**src/rtl/branch_predictor_table.sv**
```systemverilog
// -----------------------------------------------------------------------------
// branch_predictor_table
//
// This module is a branch predictor built from a table of ENTRIES saturating
// counters, each CTR_WIDTH bits wide.
//
// Indexing is bimodal when HIST_BITS = 0. In that mode the index is
// pc[IDX_BITS+1:2]. When HIST_BITS > 0 the predictor uses gshare: that same PC
// slice is XORed with a zero-extended global history register (ghr). The ghr
// shifts in each resolved outcome.
//
// After reset the table runs an INIT sweep. The sweep writes the weakly
// not-taken value 2^(CTR_WIDTH-1)-1 into one entry per cycle. Once every entry
// has been written, the table enters READY and stays there until the next
// reset. Because the sweep rewrites the whole array, the counters themselves
// have no reset.
//
// Optional build macro:
//   BP_PERF_CNT_EN  adds two 32-bit counters, perf_branches and
//                   perf_mispredicts.
//
// Ports:
//   clk               clock; all state changes on the rising edge
//   rst_n             asynchronous active-low reset
//   lookup_valid      decode-stage instruction is a branch
//   lookup_pc         PC of the decode-stage branch
//   lookup_offset     sign-extended branch immediate
//   predict           predict taken (combinational)
//   branch_addr       lookup_pc + lookup_offset, modulo 2^32 (combinational)
//   ready             table initialised
//   update_valid      a branch resolved in the memory stage
//   update_pc         PC of the resolved branch
//   update_taken      actual outcome of the resolved branch
//   update_predicted  prediction that travelled down the pipeline
//   perf_branches     (BP_PERF_CNT_EN only) resolved branches seen in READY
//   perf_mispredicts  (BP_PERF_CNT_EN only) mispredictions seen in READY
// -----------------------------------------------------------------------------
module branch_predictor_table #(
    parameter int ENTRIES   = 64,
    parameter int CTR_WIDTH = 2,
    parameter int HIST_BITS = 0
) (
    input  logic        clk,
    input  logic        rst_n,
    input  logic        lookup_valid,
    input  logic [31:0] lookup_pc,
    input  logic [31:0] lookup_offset,
    output logic        predict,
    output logic [31:0] branch_addr,
    output logic        ready,
    input  logic        update_valid,
    input  logic [31:0] update_pc,
    input  logic        update_taken,
    input  logic        update_predicted
`ifdef BP_PERF_CNT_EN
    ,
    output logic [31:0] perf_branches,
    output logic [31:0] perf_mispredicts
`endif
);

    localparam int IDX_BITS = $clog2(ENTRIES);
    localparam int GHR_W    = (HIST_BITS > 0) ? HIST_BITS : 1;

    localparam logic [CTR_WIDTH-1:0] INIT_VAL = CTR_WIDTH'((1 << (CTR_WIDTH - 1)) - 1);
    localparam logic [CTR_WIDTH-1:0] CTR_MAX  = '1;
    localparam logic [CTR_WIDTH-1:0] CTR_ZERO = '0;
    localparam logic [IDX_BITS-1:0]  LAST_IDX = IDX_BITS'(ENTRIES - 1);

    typedef enum logic {
        ST_INIT,
        ST_READY
    } state_t;

    state_t                state;
    state_t                next_state;
    logic [IDX_BITS-1:0]   init_idx;
    logic [CTR_WIDTH-1:0]  ctr_table [ENTRIES];

    logic [IDX_BITS-1:0]   hist_term;
    logic [IDX_BITS-1:0]   lookup_idx;
    logic [IDX_BITS-1:0]   update_idx;
    logic [CTR_WIDTH-1:0]  update_ctr;
    logic                  update_fire;

    logic                  tbl_we;
    logic [IDX_BITS-1:0]   tbl_widx;
    logic [CTR_WIDTH-1:0]  tbl_wdata;

    // Resolutions that arrive during the INIT sweep are dropped entirely.
    // They change neither a counter nor the history.
    assign update_fire = (state == ST_READY) && update_valid;

    // History term. The bimodal build has no history register at all.
    // The gshare build shifts the resolved outcome into the LSB. The explicit
    // cast keeps only the low GHR_W bits, so HIST_BITS = 1 degenerates to
    // ghr <= update_taken.
    generate
        if (HIST_BITS == 0) begin : g_bimodal
            assign hist_term = '0;
        end else begin : g_gshare
            logic [GHR_W-1:0] ghr;

            always_ff @(posedge clk or negedge rst_n) begin
                if (!rst_n) begin
                    ghr <= '0;
                end else if (update_fire) begin
                    ghr <= GHR_W'({ghr, update_taken});
                end
            end

            assign hist_term = IDX_BITS'(ghr);
        end
    endgenerate

    // Both indices use the current ghr. An update therefore indexes with the
    // history as it was before its own shift.
    assign lookup_idx = lookup_pc[IDX_BITS+1:2] ^ hist_term;
    assign update_idx = update_pc[IDX_BITS+1:2] ^ hist_term;
    assign update_ctr = ctr_table[update_idx];

    assign ready       = (state == ST_READY);
    assign branch_addr = lookup_pc + lookup_offset;

    // The lookup reads the registered array directly, so a same-cycle update
    // to the same entry only becomes visible on the following cycle.
    assign predict = lookup_valid && ready && ctr_table[lookup_idx][CTR_WIDTH-1];

    // State register and sweep pointer.
    always_ff @(posedge clk or negedge rst_n) begin
        if (!rst_n) begin
            state    <= ST_INIT;
            init_idx <= '0;
        end else begin
            state <= next_state;
            if (state == ST_INIT) begin
                init_idx <= init_idx + IDX_BITS'(1);
            end
        end
    end

    // Next-state and table write port. In INIT the write port is owned by the
    // sweep. In READY it is owned by the resolving branch. A saturated counter
    // produces no write.
    always_comb begin
        next_state = state;
        tbl_we     = 1'b0;
        tbl_widx   = init_idx;
        tbl_wdata  = INIT_VAL;
        case (state)
            ST_INIT: begin
                tbl_we = 1'b1;
                if (init_idx == LAST_IDX) begin
                    next_state = ST_READY;
                end
            end
            ST_READY: begin
                tbl_widx = update_idx;
                if (update_fire) begin
                    if (update_taken && (update_ctr != CTR_MAX)) begin
                        tbl_we    = 1'b1;
                        tbl_wdata = update_ctr + CTR_WIDTH'(1);
                    end else if (!update_taken && (update_ctr != CTR_ZERO)) begin
                        tbl_we    = 1'b1;
                        tbl_wdata = update_ctr - CTR_WIDTH'(1);
                    end
                end
            end
            default: begin
                next_state = ST_INIT;
            end
        endcase
    end

    // Counter array. It has deliberately no reset, because the INIT sweep
    // defines every entry before any prediction is allowed through.
    always_ff @(posedge clk) begin
        if (tbl_we) begin
            ctr_table[tbl_widx] <= tbl_wdata;
        end
    end

`ifdef BP_PERF_CNT_EN
    // Performance counters. They count only resolutions accepted in READY
    // and wrap naturally at 2^32.
    always_ff @(posedge clk or negedge rst_n) begin
        if (!rst_n) begin
            perf_branches    <= '0;
            perf_mispredicts <= '0;
        end else if (update_fire) begin
            perf_branches <= perf_branches + 32'd1;
            if (update_taken != update_predicted) begin
                perf_mispredicts <= perf_mispredicts + 32'd1;
            end
        end
    end
`endif

    // These PC bits never take part in indexing. In the default build the
    // carried prediction has no consumer.
    logic unused_bits;
    assign unused_bits = &{1'b0, update_pc[31:IDX_BITS+2], update_pc[1:0], update_predicted};

endmodule

```
**config.mk**
```make
export PLATFORM = sky130hd
export DESIGN_NAME = branch_predictor_table
export DESIGN_NICKNAME = d
export VERILOG_FILES = /design/src/rtl/branch_predictor_table.sv
export SDC_FILE = /design/constraint.sdc
export NUM_CORES = 1
export LEC_CHECK = 0
export CAP_MARGIN = 25
export CORE_MARGIN = 5
export CORE_UTILIZATION = 58
export DETAILED_ROUTE_END_ITERATION = 8
export PLACE_DENSITY = 0.86
export SYNTH_ARGS = -nofsm -noshare
export SYNTH_HDL_FRONTEND = slang
export SYNTH_SLANG_ARGS = --single-unit
```
**constraint.sdc**
```tcl
create_clock -name clk -period 10.11 [get_ports clk]
set_clock_uncertainty 0.05 [all_clocks]
set_input_delay 2.022 -clock clk [delete_from_list [all_inputs] [get_ports clk]]
set_output_delay 2.022 -clock clk [all_outputs]
set_load 0.03 [all_outputs]
```
# Word-level counts from Yosys, hierarchy flattened
# Memories as Yosys holds them, arrays and structs flattened.
# Cells that the tools add are included.
[classes]
addsub = 4
eq_ne = 2
n_mux = 13
bitwise_logic = 1
n_reduce_logical = 7
[ops]
columns = ["op", "count"]
rows = [
  ["32-bit adder", 1],
  ["2-bit two-way mux", 4],
  ["1-bit two-way mux", 7],
  ["6-bit by 1-bit adder with 6-bit output (second input constant)", 1],
  ["6-bit == test (second input constant)", 1],
  ["6-bit two-way mux", 1],
  ["1-bit logical AND", 5],
  ["2-bit by 1-bit adder with 2-bit output (second input constant)", 1],
  ["2-bit inequality test (second input constant)", 1],
  ["1-bit one-hot mux with 2 select lines", 1],
  ["2-bit nonzero test", 1],
  ["2-bit by 1-bit subtractor with 2-bit output (second input constant)", 1],
  ["1-bit zero test", 1],
  ["1-bit NOT", 1],
]
[totals]
ff_bits = 7
ram_bits = 128
in_bits = 102
output_inout_bits = 34
word_cells = 30
mem_count = 1
[mem_list]
columns = ["memory", "words", "word_bits", "rd", "rd_clocked_by_memory_dff", "wr", "line", "rtl"]
rows = [
  ["ctr_table", 64, 2, 2, 0, 1, "78", "logic [CTR_WIDTH-1:0] ctr_table [ENTRIES];"],
]

# Depth between registers and ports, before layout
# An unclocked memory read counts as a cell.
[logic_depth]
ltp_word = 9
ltp_mapped = 14
depth_no_buf = 12

# Least setup slack after synthesis
# OpenSTA, ideal clock, no wires.
[synth_timing]
path_kind = "input to register"
from = "input update_pc[2]"
to = "memory ctr_table[0][1] (data pin)"
setup_time_ns = 0.499
arrival_time_ns = 5.905
required_time_ns = 9.561
path_slack_ns = 3.656
path_stages = 12
n_path_buf = 2
path_cell_list = "buf_2 -> buf_2 -> mux4_2 -> mux4_2 -> nand2_1 -> nand2_1 -> o21ai_0 -> inv_1 -> ha_1 -> nor2b_1 -> o211ai_1 -> nor2_1"
[synth_via]
elab_chain_len = 7
word_cells_on_any_way = 11
classes_between = "add/sub (2); eq/ne (1); mux (4); reduce/logical (3); memory (1)"
[synth_rtl]
columns = ["element", "line", "rtl"]
rows = [
  ["from (decl)", "52", "input logic [31:0] update_pc,"],
  ["memory read 64 x 2 bit *", "--", ""],
  ["branches (longest 3 deep; another with 2-bit by 1-bit subtractor with 2-bit output)", "--", ""],
  ["2-bit two-way mux *", "160", "if (update_taken && (update_ctr != CTR_MAX)) begin"],
  ["2-bit two-way mux *", "159", "if (update_fire) begin"],
  ["2-bit two-way mux *", "150", "case (state)"],
  ["named net tbl_wdata[1]", "88", "logic [CTR_WIDTH-1:0] tbl_wdata;"],
  ["to (decl)", "78", ""],
]
# Mark *: on every way through the listed nets, which the timed path passes.

# Final worst setup path
[layout_timing]
from = "input lookup_pc[3]"
to = "output branch_addr[24]"
[layout_via]
elab_chain_len = 1
[layout_rtl]
columns = ["element", "line", "rtl"]
rows = [
  ["from (decl)", "46", "input logic [31:0] lookup_pc,"],
  ["32-bit adder", "123", "assign branch_addr = lookup_pc + lookup_offset;"],
  ["to (decl)", "49", "output logic [31:0] branch_addr,"],
]
# Every way passes these cells.

==> results.sh <==
export IMPL_post_cts_buffers=0
export IMPL_postSynthAreaPerCell_um2=13.1
export IMPL_synth_area_leaders="edfxtp_1, mux4_2, ha_1, mux4_1, nor2_1"
export IMPL_grt_max_degree=65
export IMPL_dpl_cell_count=864
export IMPL_relSlewSlack=0.297
export IMPL_cp_end_kind="output pin"
export IMPL_slew_viol_final=0
export IMPL_drive_above_1_share=0.126
export IMPL_viasPerCell=6.58
export IMPL_gp_congestion=0.955
export IMPL_clock_fmax_mhz=122
export IMPL_grt_pass1_vias=5903
export IMPL_grt_pass1_wl_um=32300
export IMPL_clockRootBuffer="clkbuf_16"
export IMPL_p_sw_frac=0.286
export IMPL_rsz0062_at_grt="no"
export IMPL_cts_made_buffers=17
export IMPL_syn_nets=735
export IMPL_synth_area_um2=7860
export IMPL_ys_ff_latch=135
export IMPL_dp_hpwl_um=14200
export IMPL_coreArea_um2=13200
export IMPL_cp_required_ns=8.04
export IMPL_areaGrowthSynthToFinish_pct=23.0
export IMPL_clkLatencyLatePin_ns=0.42
export IMPL_synth_top_area_share=0.489
export IMPL_instances_no_fill=896
export IMPL_worst_pin_slew_ns=1.05
export IMPL_track_usage=0.262
export IMPL_final_hold_violation_count=0
export IMPL_min_path_type="register to register"
export IMPL_r2r_setup_slack_ns=5.87
export IMPL_drtIter0Drc=750
export IMPL_postCtsHoldBufs=0
export IMPL_setup_viol=0
export IMPL_critPathSlowestCell="clkdlybuf4s50_1"
export IMPL_dominantRegCellSynth="edfxtp_1"
export IMPL_powerDensity_nw_per_um2=153
export IMPL_synthTopCellsByCount="edfxtp_1, nor2_1, nand2_1"
export IMPL_fin_util=0.730
export IMPL_wl_um=20700
export IMPL_min_period_ns=8.18
export IMPL_yosysSeqAreaShare=0.511
export IMPL_clk_pin_slew_ns=0.06
export IMPL_postRouteAntennaNets=0
export IMPL_synth_largest_area_cell="edfxtp_1"
export IMPL_crit_chain="clkdlybuf4s50_1 > ha_1 > o2111ai_1 > nand2_1 > a221oi_1 > o41ai_1 > a21boi_0 > xnor2_1 > clkdlybuf4s50_1"
export IMPL_cts_resized_gates=0
export IMPL_startpoint_type="input port"
export IMPL_cts_tree="yes"
export IMPL_hold_ws_ns=0.500
export IMPL_crit_type="input port to output pin"
export IMPL_drc=0
export IMPL_crit_end="branch_addr[24]"
export IMPL_p_sw_uw=423
export IMPL_syn_instance_count=598
export IMPL_clkPwrFrac=0.396
export IMPL_setup_tns_ns=0
export IMPL_die_h_um=126
export IMPL_die_x_um=126
export IMPL_ys_warn_count=0
export IMPL_r2r_end="ctr_table[58][0]"
export IMPL_p_int_uw=1060
export IMPL_yosysMostFrequentCell="edfxtp_1"
export IMPL_antenna_cells=0
export IMPL_overflow=0
export IMPL_synth_edf_count=128
export IMPL_crit_start="lookup_pc[3]"
export IMPL_crit_path_max_fanout=17
export IMPL_detail_route_first_pass_iterations=7
export IMPL_worst_path_most_repeated_cell="clkdlybuf4s50_1"
export IMPL_seqPwrFrac=0.407
export IMPL_crit_arrival_ns=6.11
export IMPL_drv_cap=0
export IMPL_avgRoutedWirePerCell_um=23.1
export IMPL_h_tree_depth=4
export IMPL_initial_core_util=0.594
export IMPL_die_area_um2=16000
export IMPL_num_io_pins=136
export IMPL_antenna_found_initial=0
export IMPL_worstReg2RegStart="ctr_table[15][1]"
export IMPL_async_flop_share=0.0519
export IMPL_vias=5893
export IMPL_fin_nets=844
export IMPL_min_period_over_period=0.809
export IMPL_cp_slowest_stage_delay_ns=0.97
export IMPL_cts_buffer_depth=2
export IMPL_clkSinkCount=135
export IMPL_portBuffers=108
export IMPL_yosysUniqueCellTypes=51
export IMPL_comb_power_share=0.197
export IMPL_p_leak_uw=0.00300
export IMPL_status="complete, no violations"
export IMPL_r2r_cells=12
export IMPL_vdd_drop_max_v=0.000135
export IMPL_rows=42
## final cells by class
| type | count | area [µm²] |
|---|---|---|
| Inverter | 19 | 71.3 |
| Clock inverter | 14 | 133 |
| Fill cell | 843 | 3580 |
| Clock buffer | 18 | 429 |
| Tap cell | 176 | 220 |
| Timing Repair Buffer | 113 | 1130 |
| Multi-Input combinational cell | 421 | 3660 |
| Sequential cell | 135 | 4020 |
## state kept, by name, summed over array words and instances, names as in the netlist
name	cells
init_idx	6
ready	1
ctr_table	128
## metal layers
layer	GRT usage	routed length (µm)	vias up
li1	-	-	2545
met1	0.332	7390	2803
met2	0.433	10100	476
met3	0.0836	2590	69
met4	0.0839	616	0
met5	0	0	-
## cells by family after synthesis
logic type	after synthesis	share of synthesized area
compound gates	106	0.0861
xor+xnor	35	0.0390
fa+ha+maj	35	0.0567
buf+inv	42	0.0240
flops	135	0.511
mux	68	0.188
simple gates	177	0.0950
## placed cells by master (no fill, tap or decap), types with 3 or more instances in the layout
| master | synthesis | routed |
|---|---|---|
| o22ai_1 | 4 | 4 |
| clkdlybuf4s50_1 | 0 | 107 |
| a21o_1 | 11 | 11 |
| inv_1 | 18 | 18 |
| nand2_1 | 55 | 55 |
| a21oi_1 | 31 | 31 |
| nor2_1 | 84 | 83 |
| nor2b_1 | 6 | 6 |
| o21ai_0 | 18 | 18 |
| xnor2_1 | 21 | 21 |
| xor2_1 | 14 | 14 |
| inv_6 | 0 | 7 |
| buf_4 | 0 | 4 |
| nand4_1 | 6 | 6 |
| mux4_1 | 14 | 14 |
| o32ai_1 | 5 | 5 |
| mux2_2 | 5 | 5 |
| mux2i_1 | 4 | 4 |
| nand2b_1 | 3 | 3 |
| nand3_1 | 9 | 9 |
| o21bai_1 | 4 | 4 |
| o21a_1 | 7 | 7 |
| o211ai_1 | 5 | 5 |
| and3_1 | 3 | 3 |
| dfrtp_1 | 7 | 7 |
| edfxtp_1 | 128 | 128 |
| clkbuf_16 | 0 | 17 |
| mux4_2 | 45 | 45 |
| nor3_1 | 5 | 5 |
| a31oi_1 | 5 | 5 |
| ha_1 | 34 | 34 |
## stage by stage
| step | total power, µW | worst slack (ns) | cell area (µm²) |
|---|---|---|---|
| finish | 1480 | 1.93 | 9670 |
| detailed placement | 904 | 2.10 | 9100 |
| global placement | 900 | 2.19 | 9080 |
| global route | 1530 | 1.81 | 9670 |
| floorplan | 791 | 3.66 | 7860 |
| CTS | 1480 | 2.09 | 9670 |
## power by group through the flow
stage               clock (µW)  combinational, µW  sequential, µW
CTS                        587                291             603
detailed placement           0                290             614
global placement             0                285             614
finish                     587                292             603
global route               620                309             602
floorplan                    0                177             614
## worst min path at each step
| stage | from | to | slack (ns) | depth (start not counted) |
|---|---|---|---|---|
| 2_1_floorplan | init_idx[5] | init_idx[5] | 0.43 | 1 |
| 6_report | init_idx[0] | init_idx[0] | 0.50 | 1 |
| 5_1_grt | init_idx[5] | init_idx[5] | 0.52 | 1 |
| 3_3_place_gp | init_idx[0] | init_idx[0] | 0.46 | 1 |
| 4_1_cts | init_idx[0] | init_idx[0] | 0.50 | 1 |
| 3_5_place_dp | init_idx[0] | init_idx[0] | 0.47 | 1 |
## critical path: cells and delay by family
family / cells / cell delay (ns)
AND/OR/NAND/NOR: 1 / 0.18
buffers and inverters: 2 / 1.67
adder cells (fa/ha/maj): 1 / 0.69
XOR/XNOR: 1 / 0.21
AO/OA/AOI/OAI: 4 / 1.35
(Power assumes the default switching activity.)
